<file path="config.mk">
export PLATFORM = sky130hd
export DESIGN_NAME = axi_ram_slave
export DESIGN_NICKNAME = d
export VERILOG_FILES = /design/src/rtl/axi_ram_slave_pkg.sv /design/src/rtl/axi_ram_slave.sv
export SDC_FILE = /design/constraint.sdc
export NUM_CORES = 1
export LEC_CHECK = 0
export ABC_AREA = 1
export BUFFER_PORTS_ARGS = -buffer_cell sky130_fd_sc_hd__buf_2
export CAP_MARGIN = 20
export CORE_ASPECT_RATIO = 0.9
export CORE_MARGIN = 5
export CORE_UTILIZATION = 30
export DETAILED_ROUTE_END_ITERATION = 8
export PLACE_DENSITY = 0.62
export SLEW_MARGIN = 20
export SYNTH_ARGS = -nofsm -noshare
export SYNTH_HDL_FRONTEND = slang
export SYNTH_SLANG_ARGS = --single-unit
</file>
<file path="constraint.sdc">
create_clock -name aclk -period 4.3 [get_ports aclk]
set_input_delay 0 -clock aclk [delete_from_list [all_inputs] [get_ports aclk]]
set_output_delay 0 -clock aclk [all_outputs]
set_load 0.02 [all_outputs]
</file>
<file path="src/rtl/axi_ram_slave_pkg.sv">
// Shared definitions for the single-beat AXI4 RAM slave: bus widths,
// response codes and the controller state encoding.
package axi_ram_slave_pkg;

    localparam int AXI_ADDR_W = 32;
    localparam int AXI_DATA_W = 32;
    localparam int AXI_LEN_W  = 8;
    localparam int AXI_STRB_W = AXI_DATA_W / 8;
    localparam int AXI_RESP_W = 2;

    typedef enum logic [AXI_RESP_W-1:0] {
        RESP_OKAY   = 2'b00,
        RESP_EXOKAY = 2'b01,
        RESP_SLVERR = 2'b10,
        RESP_DECERR = 2'b11
    } resp_e;

    typedef enum logic [2:0] {
        ST_IDLE       = 3'd0,
        ST_RD_ISSUE   = 3'd1,
        ST_RD_CAPT    = 3'd2,
        ST_RD_RESP    = 3'd3,
        ST_WR_COLLECT = 3'd4,
        ST_WR_ISSUE   = 3'd5,
        ST_WR_RESP    = 3'd6
    } state_e;

endpackage

</file>
<file path="src/rtl/axi_ram_slave.sv">
// AXI4 slave front-end for a single-port synchronous RAM. Serves one
// single-beat transaction at a time; writes win over reads when both are
// offered in the same idle cycle. Bursts and out-of-range addresses are
// answered with an error response without touching the RAM.
module axi_ram_slave
    import axi_ram_slave_pkg::*;
#(
    parameter int RAM_AW = 14,
    parameter int ID_W   = 4
) (
    input  logic                  aclk,
    input  logic                  areset,
    // read address channel
    input  logic [ID_W-1:0]       arid,
    input  logic [AXI_ADDR_W-1:0] araddr,
    input  logic [AXI_LEN_W-1:0]  arlen,
    input  logic [2:0]            arsize,
    input  logic [1:0]            arburst,
    input  logic                  arlock,
    input  logic [3:0]            arcache,
    input  logic [2:0]            arprot,
    input  logic                  arvalid,
    output logic                  arready,
    // read data channel
    output logic [ID_W-1:0]       rid,
    output logic [AXI_DATA_W-1:0] rdata,
    output logic [AXI_RESP_W-1:0] rresp,
    output logic                  rlast,
    output logic                  rvalid,
    input  logic                  rready,
    // write address channel
    input  logic [ID_W-1:0]       awid,
    input  logic [AXI_ADDR_W-1:0] awaddr,
    input  logic [AXI_LEN_W-1:0]  awlen,
    input  logic [2:0]            awsize,
    input  logic [1:0]            awburst,
    input  logic                  awlock,
    input  logic [3:0]            awcache,
    input  logic [2:0]            awprot,
    input  logic                  awvalid,
    output logic                  awready,
    // write data channel
    input  logic [AXI_DATA_W-1:0] wdata,
    input  logic [AXI_STRB_W-1:0] wstrb,
    input  logic                  wlast,
    input  logic                  wvalid,
    output logic                  wready,
    // write response channel
    output logic [ID_W-1:0]       bid,
    output logic [AXI_RESP_W-1:0] bresp,
    output logic                  bvalid,
    input  logic                  bready,
    // RAM port
    output logic                  ram_en,
    output logic [AXI_STRB_W-1:0] ram_we,
    output logic [RAM_AW-1:0]     ram_addr,
    output logic [AXI_DATA_W-1:0] ram_wdata,
    input  logic [AXI_DATA_W-1:0] ram_rdata
);

    state_e                r_state;
    state_e                w_next;

    logic [ID_W-1:0]       r_arid;
    logic [RAM_AW-1:0]     r_raddr;
    resp_e                 r_rresp;
    logic [AXI_DATA_W-1:0] r_rdata;

    logic [ID_W-1:0]       r_awid;
    logic [RAM_AW-1:0]     r_waddr;
    resp_e                 r_bresp;
    logic                  r_aw_held;
    logic [AXI_DATA_W-1:0] r_wdata;
    logic [AXI_STRB_W-1:0] r_wstrb;
    logic                  r_w_held;

    logic                  w_ar_hs;
    logic                  w_aw_hs;
    logic                  w_w_hs;

    // Attributes and wlast carry no meaning for a single-beat slave; the
    // byte offset inside a word is likewise irrelevant.
    logic                  w_unused;
    assign w_unused = ^{arsize, arburst, arlock, arcache, arprot,
                        awsize, awburst, awlock, awcache, awprot,
                        wlast, araddr[1:0], awaddr[1:0]};

    // Response decided at request time: decode failure outranks a burst.
    function automatic resp_e f_check(input logic [AXI_ADDR_W-1:0] addr,
                                      input logic [AXI_LEN_W-1:0]  len);
        if (addr[AXI_ADDR_W-1:RAM_AW+2] != '0) begin
            return RESP_DECERR;
        end
        if (len != '0) begin
            return RESP_SLVERR;
        end
        return RESP_OKAY;
    endfunction

    assign rid       = r_arid;
    assign rdata     = r_rdata;
    assign rresp     = r_rresp;
    assign rlast     = rvalid;
    assign bid       = r_awid;
    assign bresp     = r_bresp;
    assign ram_wdata = r_wdata;

    // Controller state register.
    always_ff @(posedge aclk or posedge areset) begin
        if (areset) begin
            r_state <= ST_IDLE;
        end else begin
            r_state <= w_next;
        end
    end

    // Next state, handshake readies, response valids and RAM strobes.
    always_comb begin
        w_next   = r_state;
        w_ar_hs  = 1'b0;
        w_aw_hs  = 1'b0;
        w_w_hs   = 1'b0;
        arready  = 1'b0;
        awready  = 1'b0;
        wready   = 1'b0;
        rvalid   = 1'b0;
        bvalid   = 1'b0;
        ram_en   = 1'b0;
        ram_we   = '0;
        ram_addr = r_raddr;
        case (r_state)
            ST_IDLE: begin
                awready = 1'b1;
                wready  = 1'b1;
                arready = ~awvalid & ~wvalid;
                w_aw_hs = awvalid;
                w_w_hs  = wvalid;
                w_ar_hs = arvalid & ~awvalid & ~wvalid;
                if (awvalid && wvalid) begin
                    w_next = ST_WR_ISSUE;
                end else if (awvalid || wvalid) begin
                    w_next = ST_WR_COLLECT;
                end else if (arvalid) begin
                    w_next = ST_RD_ISSUE;
                end
            end
            ST_RD_ISSUE: begin
                ram_en = (r_rresp == RESP_OKAY);
                w_next = ST_RD_CAPT;
            end
            ST_RD_CAPT: begin
                w_next = ST_RD_RESP;
            end
            ST_RD_RESP: begin
                rvalid = 1'b1;
                if (rready) begin
                    w_next = ST_IDLE;
                end
            end
            ST_WR_COLLECT: begin
                awready = ~r_aw_held;
                wready  = ~r_w_held;
                w_aw_hs = awvalid & ~r_aw_held;
                w_w_hs  = wvalid & ~r_w_held;
                if ((r_aw_held || w_aw_hs) && (r_w_held || w_w_hs)) begin
                    w_next = ST_WR_ISSUE;
                end
            end
            ST_WR_ISSUE: begin
                ram_addr = r_waddr;
                if (r_bresp == RESP_OKAY) begin
                    ram_en = 1'b1;
                    ram_we = r_wstrb;
                end
                w_next = ST_WR_RESP;
            end
            ST_WR_RESP: begin
                bvalid = 1'b1;
                if (bready) begin
                    w_next = ST_IDLE;
                end
            end
            default: begin
                w_next = ST_IDLE;
            end
        endcase
    end

    // Request latches and read-data capture; errored reads return zero data.
    always_ff @(posedge aclk or posedge areset) begin
        if (areset) begin
            r_arid    <= '0;
            r_raddr   <= '0;
            r_rresp   <= RESP_OKAY;
            r_rdata   <= '0;
            r_awid    <= '0;
            r_waddr   <= '0;
            r_bresp   <= RESP_OKAY;
            r_aw_held <= 1'b0;
            r_wdata   <= '0;
            r_wstrb   <= '0;
            r_w_held  <= 1'b0;
        end else begin
            if (w_ar_hs) begin
                r_arid  <= arid;
                r_raddr <= araddr[RAM_AW+1:2];
                r_rresp <= f_check(araddr, arlen);
            end
            if (r_state == ST_RD_CAPT) begin
                r_rdata <= (r_rresp == RESP_OKAY) ? ram_rdata : '0;
            end
            if (w_aw_hs) begin
                r_awid    <= awid;
                r_waddr   <= awaddr[RAM_AW+1:2];
                r_bresp   <= f_check(awaddr, awlen);
                r_aw_held <= 1'b1;
            end
            if (w_w_hs) begin
                r_wdata  <= wdata;
                r_wstrb  <= wstrb;
                r_w_held <= 1'b1;
            end
            if (r_state == ST_WR_ISSUE) begin
                r_aw_held <= 1'b0;
                r_w_held  <= 1'b0;
            end
        end
    end

endmodule

</file>
==> reports/results.tsv, run 1 <==
stage	metric	value	unit
sta	min Tclk post-route	2690	ps
floorplan	Starting Density	0.304	
clock_network	worst skew pair latency	420	ps
placed_design	Area after DPL	0.00635	mm^2
drt	wire per inst	13.9	um
sta	Max Slew Vio Count	0	
synth	Cells after Synth	597	
clock_network	root buf cell	clkbuf_16	
drt	DRT iter0 DRCs	233	
power_and_ir_drop	P_leak	4.60	nW
worst_setup_path	worst path cell trace	inv_1 > nand2_1 > inv_1 > nand2_1 > inv_2 > o21ai_0 > dlygate4sd3_1 > nand2_1	
global_routing	GRT Total Usage	0.176	
worst_setup_path	cell family with most CP delay	buffers and inverters	
sta	hold_ws	195	ps
placed_design	I/O Buffers	259	
floorplan	die height	131	um
clock_network	CTS tree	done	
synth	synthesis warning total	0	
drt	Vias/cell	4.43	
sta	Final setup viols	0	
min_path	Hold Crit Class	in -> reg	
worst_setup_path	Critical Path RT	4590	ps
synth	synthesized area	0.00489	mm^2
worst_setup_path	WP data arrival	2980	ps
sta	Achievable Freq	372	MHz
worst_setup_path	Worst Path Max Fanout	22	
outcome	status	completed	
worst_setup_path	WP buf/inv	4	
synth	Yosys top cell by area	dfrtp_1	
placed_design	post-place setup slack	2070	ps
worst_setup_path	CP max stage delay	580	ps
finish	layout cells sized above 1	0.311	
synth	Post-synth EDFFs	0	
flow_run	Max Cap Viol	0	
clock_network	TritonCTS Buffers	17	
sta	Final WS setup	1610	ps
synth	register area share after synthesis	0.578	
global_routing	Remaining Overflow, GRT	0	
finish	n_diodes	0	
worst_setup_path	Startpoint Class	flop	
finish	most common cell after layout, fill and taps aside	buf_2	
floorplan	total die area	0.0190	mm^2
sta	RSZ-0062 raised after global routing	no	
clock_network	CTS Hold Bufs	124	
worst_setup_path	Crit-path slowest cell	dlygate4sd3_1	
drt	TritonRoute pass-1 iters	5	
clock_network	Worst-path clk slew	50	ps
global_routing	largest net degree at the start of global routing	65	
synth	Top FF cell, synth	dfrtp_1	
drt	post-route antenna net violation count	0	
synth	share of the synthesized area in the top cell type	0.578	
finish	Util after Layout	0.513	
sta	Slew HR	0.323	
clock_network	H-tree depth	4	
power_and_ir_drop	power per cell area	600	mW/mm^2
floorplan	I/O Pins	291	
drt	Routed WL	16600	um
synth	Area contributors post-synth	dfrtp_1, nand2_1, nand3_1	
sta	final worst-path cycle share	0.626	
floorplan	core area	0.0161	mm^2
worst_setup_path	CP Capture Type	flop	
synth	Yosys reg bits	113	
sta	Worst Tran Pin Value	1010	ps
drt	via total after detailed routing	5288	
clock_network	clk buf depth	2	
global_routing	number of global-route vias before repair	5411	
floorplan	row count	44	
worst_setup_path	Critical Path Start	r_state[2]	
worst_setup_path	worst r2r src	r_state[2]	
synth	Yosys cell types	23	
finish	Final nets	1167	
synth	syn_nets	790	
clock_network	number of gates resized after CTS	0	
power_and_ir_drop	Max IR drop VDD	0.000345	V
drt	DRC	0	
sta	setup_tns	0	ps
sta	Fin Clk Skew	8.63	ps
finish	Layout Area Growth over Synthesis	68.5	%
finish	Final Cell Area	0.00825	mm^2
clock_network	clock sinks	113	
synth	FFs w/ async S/R, synth	1.00	
sta	Fin. Hold Viols	0	
placed_design	dpl hpwl	10900	um
global_routing	first-pass GRT wire length	26700	um
worst_setup_path	critical path class	reg -> reg	
placed_design	Placer Congestion	0.763	
min_path	HP Start	wvalid	
global_routing	initial antenna violation count	4	
worst_setup_path	most frequent CP cell	nand2_1	
finish	most frequent cells in the layout	buf_2, nand2_1, dlygate4sd3_1, dfrtp_1, nand3_1	
synth	Syn Area/Cell	8.20	um^2
floorplan	DIE WIDTH	145	um
finish	fillers	1533	
clock_network	post-CTS setup buffer count	0	
[final cells by class]
cell class	instances	area, um^2	share of cell area
tap	207	259	0.0314
clock buffer	19	443	0.0537
inverter	36	138	0.0167
timing repair buffer	388	2570	0.312
clock inverter	13	210	0.0255
multi-input combinational	418	1800	0.218
sequential	113	2830	0.343
[Yosys cell counts, types with 2 or more instances]
library cell / n
nor2_1: 46
dfrtp_1: 113
buf_4: 2
a21oi_1: 6
nand4_1: 6
o21ai_0: 33
inv_1: 32
ha_1: 3
nand2_1: 249
clkbuf_1: 7
nand3_1: 66
inv_2: 4
buf_2: 20
[final timing paths]
check	end	slack [ps]	cells past startpoint
hold / removal	ram_wdata[30]	200	3
max in group asynchronous	ram_wdata[23]	2830	4
setup / recovery	rresp[1]	1610	8
min in group asynchronous	rresp[1]	320	3
setup reg to reg	rresp[1]	1610	8
hold reg to reg	ram_wdata[5]	460	2
[through the flow]
stage,total power (W),instances
3_5_place_dp,0.00331,1038
4_1_cts,0.00500,1194
2_1_floorplan,0.00272,597
3_3_place_gp,0.00329,1038
6_report,0.00495,1194
5_1_grt,0.00528,1194
[worst reg2reg max path, cell delays in order (launching register included)]
cell and delay (ps):
dfrtp_1 550, inv_1 160, nand2_1 120, inv_1 40
nand2_1 570, inv_2 340, o21ai_0 150, dlygate4sd3_1 580
nand2_1 50
[power breakdown]
group / switching [W] / total (W) / internal [W]
clock: 0.000510 / 0.00155 / 0.00104
sequential: 0.000184 / 0.00161 / 0.00142
combinational: 0.00117 / 0.00179 / 0.000619
[registers in the layout, summed over array words and instances (netlist names)]
register / flops
bid: 4
bresp: 2
r_aw_held: 1
r_raddr: 14
r_state: 3
r_w_held: 1
r_waddr: 14
r_wstrb: 4
ram_wdata: 32
rdata: 32
rid: 4
rresp: 2
[layer usage]
| metal | vias to the layer above | track usage | part of all wire |
|---|---|---|---|
| li1 | 2632 | - | - |
| met1 | 2446 | 0.206 | 0.42 |
| met2 | 177 | 0.299 | 0.49 |
| met3 | 25 | 0.0658 | 0.076 |
| met4 | 8 | 0.0544 | 0.013 |
| met5 | - | 0 | 0.0029 |
[cells by family after synthesis]
logic type / after synthesis / synth area share
compound gates: 44 / 0.0491
flops: 113 / 0.578
buf+inv: 66 / 0.0573
fa+ha+maj: 3 / 0.00767
simple gates: 371 / 0.308
No activity file was read; power rests on OpenSTA's default activity.
==> run 2: changes to the inputs <==
Clock period 4.3 ns to 2.5 ns, I/O delays scaled along.
==> run 2 against run 1 <==
Against the previous run: cell count is 0.42% higher; clock power is 53% higher; global-route usage is 0.20 points lower; first-iteration DRC count is 7.3% higher; largest cell class unchanged; largest power group unchanged.
==> reports/results.tsv, run 2 (synthesized netlist as in run 1, its figures left out) <==
stage	metric	value	unit	change
outcome	status	completed		unchanged
drt	Routed WL	16700	um	was 16,600 um
sta	Worst Tran Pin Value	870	ps	was 1010 ps
global_routing	Remaining Overflow, GRT	0		unchanged
sta	setup_tns	0	ps	unchanged
drt	wire per inst	13.9	um	about the same
global_routing	largest net degree at the start of global routing	61		was 65
drt	via total after detailed routing	5283		was 5,288
finish	Layout Area Growth over Synthesis	67.9	%	was 68.5%
sta	final worst-path cycle share	0.954		
drt	DRT iter0 DRCs	250		was 233
drt	Vias/cell	4.41		was 4.43
power_and_ir_drop	switching share of power	0.386		was 0.377
power_and_ir_drop	Max IR drop VDD	0.000584	V	was 0.000345 V
floorplan	core area	0.0161	mm^2	unchanged
flow_run	Max Cap Viol	0		unchanged
clock_network	post-CTS setup buffer count	0		unchanged
floorplan	Starting Density	0.304		unchanged
sta	Slew HR	0.419		was 0.323
clock_network	clock sinks	113		unchanged
worst_setup_path	CP max stage delay	590	ps	was 580 ps
worst_setup_path	cell family with most CP delay	buffers and inverters		unchanged
sta	RSZ-0062 raised after global routing	no		unchanged
global_routing	first-pass GRT wire length	26400	um	was 26,700 um
placed_design	I/O Buffers	259		unchanged
worst_setup_path	WP data arrival	2680	ps	was 2980 ps
clock_network	worst skew pair latency	410	ps	was 420 ps
power_and_ir_drop	sw power	0.00318	W	was 0.00186 W
worst_setup_path	Startpoint Class	input port		was flop
sta	Fin Clk Skew	8.69	ps	was 8.63 ps
sta	Fin. Hold Viols	0		unchanged
power_and_ir_drop	cell internal pwr	0.00506	W	was 0.00308 W
clock_network	TritonCTS Buffers	17		unchanged
worst_setup_path	cells on worst reg2reg path	8		unchanged
global_routing	GRT Total Usage	0.174		was 0.176
floorplan	die height	131	um	unchanged
worst_setup_path	WP depth	9		was 8
power_and_ir_drop	part of the power in registers	0.336		was 0.325
placed_design	Placer Congestion	0.794		was 0.763
placed_design	dpl hpwl	10700	um	was 10,900 um
sta	Final WS setup	115	ps	was 1610 ps
sta	Achievable Freq	419	MHz	
worst_setup_path	Critical Path RT	2790	ps	was 4590 ps
clock_network	CTS tree	done		unchanged
finish	layout cells sized above 1	0.315		was 0.311
clock_network	root buf cell	clkbuf_16		unchanged
power_and_ir_drop	Combinational Power Share	0.376		was 0.362
worst_setup_path	Worst Path Max Fanout	2		was 22
global_routing	initial antenna violation count	2		was 4
drt	TritonRoute pass-1 iters	4		was 5
drt	post-route antenna net violation count	0		unchanged
placed_design	post-place setup slack	770	ps	was 2070 ps
worst_setup_path	worst path cell trace	dlygate4sd3_1 > buf_2 > nor2_1 > dlygate4sd3_1 > nand4_1 > dlygate4sd3_1 > o21ai_0 > dlygate4sd3_1 > nand2_1		was inv_1 > nand2_1 > inv_1 > nand2_1 > inv_2 > o21ai_0 > dlygate4sd3_1 > nand2_1
min_path	Hold Path Stages	5		was 3
sta	min Tclk post-route	2390	ps	
power_and_ir_drop	P_leak	4.59	nW	was 4.60 nW
finish	Final nets	1172		was 1,167
worst_setup_path	most frequent CP cell	dlygate4sd3_1		was nand2_1
finish	most common cell after layout, fill and taps aside	buf_2		unchanged
worst_setup_path	Crit-path slowest cell	dlygate4sd3_1		unchanged
clock_network	clk buf depth	2		unchanged
floorplan	DIE WIDTH	145	um	unchanged
finish	most frequent cells in the layout	buf_2, nand2_1, dlygate4sd3_1, dfrtp_1, nand3_1		unchanged
floorplan	total die area	0.0190	mm^2	unchanged
worst_setup_path	WP buf/inv	5		was 4
floorplan	row count	44		unchanged
power_and_ir_drop	Clk pwr share	0.288		was 0.314
min_path	Hold Crit Class	in -> reg		unchanged
clock_network	Worst-path clk slew	60	ps	was 50 ps
power_and_ir_drop	power per cell area	1000	mW/mm^2	was 600 mW/mm^2
worst_setup_path	critical path class	in -> reg		was reg -> reg
floorplan	I/O Pins	291		unchanged
global_routing	number of global-route vias before repair	5311		was 5,411
clock_network	H-tree depth	4		unchanged
sta	Final setup viols	0		unchanged
drt	DRC	0		unchanged
worst_setup_path	CP Capture Type	flop		unchanged
sta	Max Slew Vio Count	0		unchanged
[run 2: cell count changes in the layout (fill, tap and decap cells not counted)]
cell        before  now
nor2_2           2    3
buf_4            5   10
nor2_1          45   44
clkbuf_8         1    3
clkinv_2         2    4
clkinvlp_4       2    5
bufinv_16        5    2
clkinv_4         4    0
clkinv_1         1    0
inv_4            1    0
diode_2          0    1
inv_1           30   31
[run 2: area by class of cell]
| cell class | instances | area [um^2] |
|---|---|---|
| sequential | 113 | 2830 |
| clock buffer | 21 | 470 |
| timing repair buffer | 393 | 2610 |
| inverter | 36 | 139 |
| multi-input combinational | 418 | 1800 |
| antenna | 1 | 2.50 |
| clock inverter | 10 | 110 |
| fill | 1481 | 7860 |
| tap | 207 | 259 |
[run 2: path summary, 6_finish.rpt]
path | endpoint | start | slack, ps
max | bresp[1] | awaddr[28] | 110
min | bid[3] | awvalid | 130
max reg2reg | rresp[1] | r_state[2] | 410
min reg2reg | ram_wdata[27] | ram_wdata[27] | 460
max in group asynchronous | r_wstrb[0] | areset | 940
min in group asynchronous | rdata[28] | areset | 600
[run 2: metal layers]
| metal | GRT usage | wire, um |
|---|---|---|
| met2 | 0.292 | 8100 |
| met5 | 0 | 13 |
| met1 | 0.208 | 6790 |
| met3 | 0.0581 | 1420 |
| met4 | 0.0591 | 369 |
[run 2: repair_timing]
action | in CTS | in global routing
hold endpoints to repair | 224 | 0
hold buffers | 125 | 0
setup endpoints to repair | 0 | 1
resized for setup | 0 | 1
[run 2: power by group through the flow]
| stage | clock (W) | sequential [W] | combinational, W |
|---|---|---|---|
| 5_1_grt | 0.00252 | 0.00283 | 0.00342 |
| 2_1_floorplan | 0 | 0.00314 | 0.00154 |
| 3_3_place_gp | 0 | 0.00277 | 0.00289 |
| 6_report | 0.00237 | 0.00277 | 0.00309 |
| 3_5_place_dp | 0 | 0.00278 | 0.00291 |
| 4_1_cts | 0.00243 | 0.00276 | 0.00311 |
[run 2: metrics by stage]
| stage | power [W] | cell area [um^2] | hold slack [ps] | utilization | std cells |
|---|---|---|---|---|---|
| finish | 0.00823 | 8220 | 126 | 0.511 | 1199 |
| global route | 0.00878 | 8220 | 182 | 0.511 | 1199 |
| CTS | 0.00830 | 8220 | 123 | 0.512 | 1199 |
| detailed placement | 0.00569 | 6390 | -118 | 0.398 | 1043 |
| global placement | 0.00566 | 6390 | -115 | 0.398 | 1043 |
| floorplan | 0.00468 | 4900 | 110 | - | 597 |
[run 2: worst reg2reg max path, stage by stage, from the launching register on]
cell and delay, ps:
dfrtp_1 510, inv_1 190, nand2_1 100, inv_1 70, nand2_1 80, inv_2 270, o21ai_0 150, dlygate4sd3_1 600
nand2_1 60
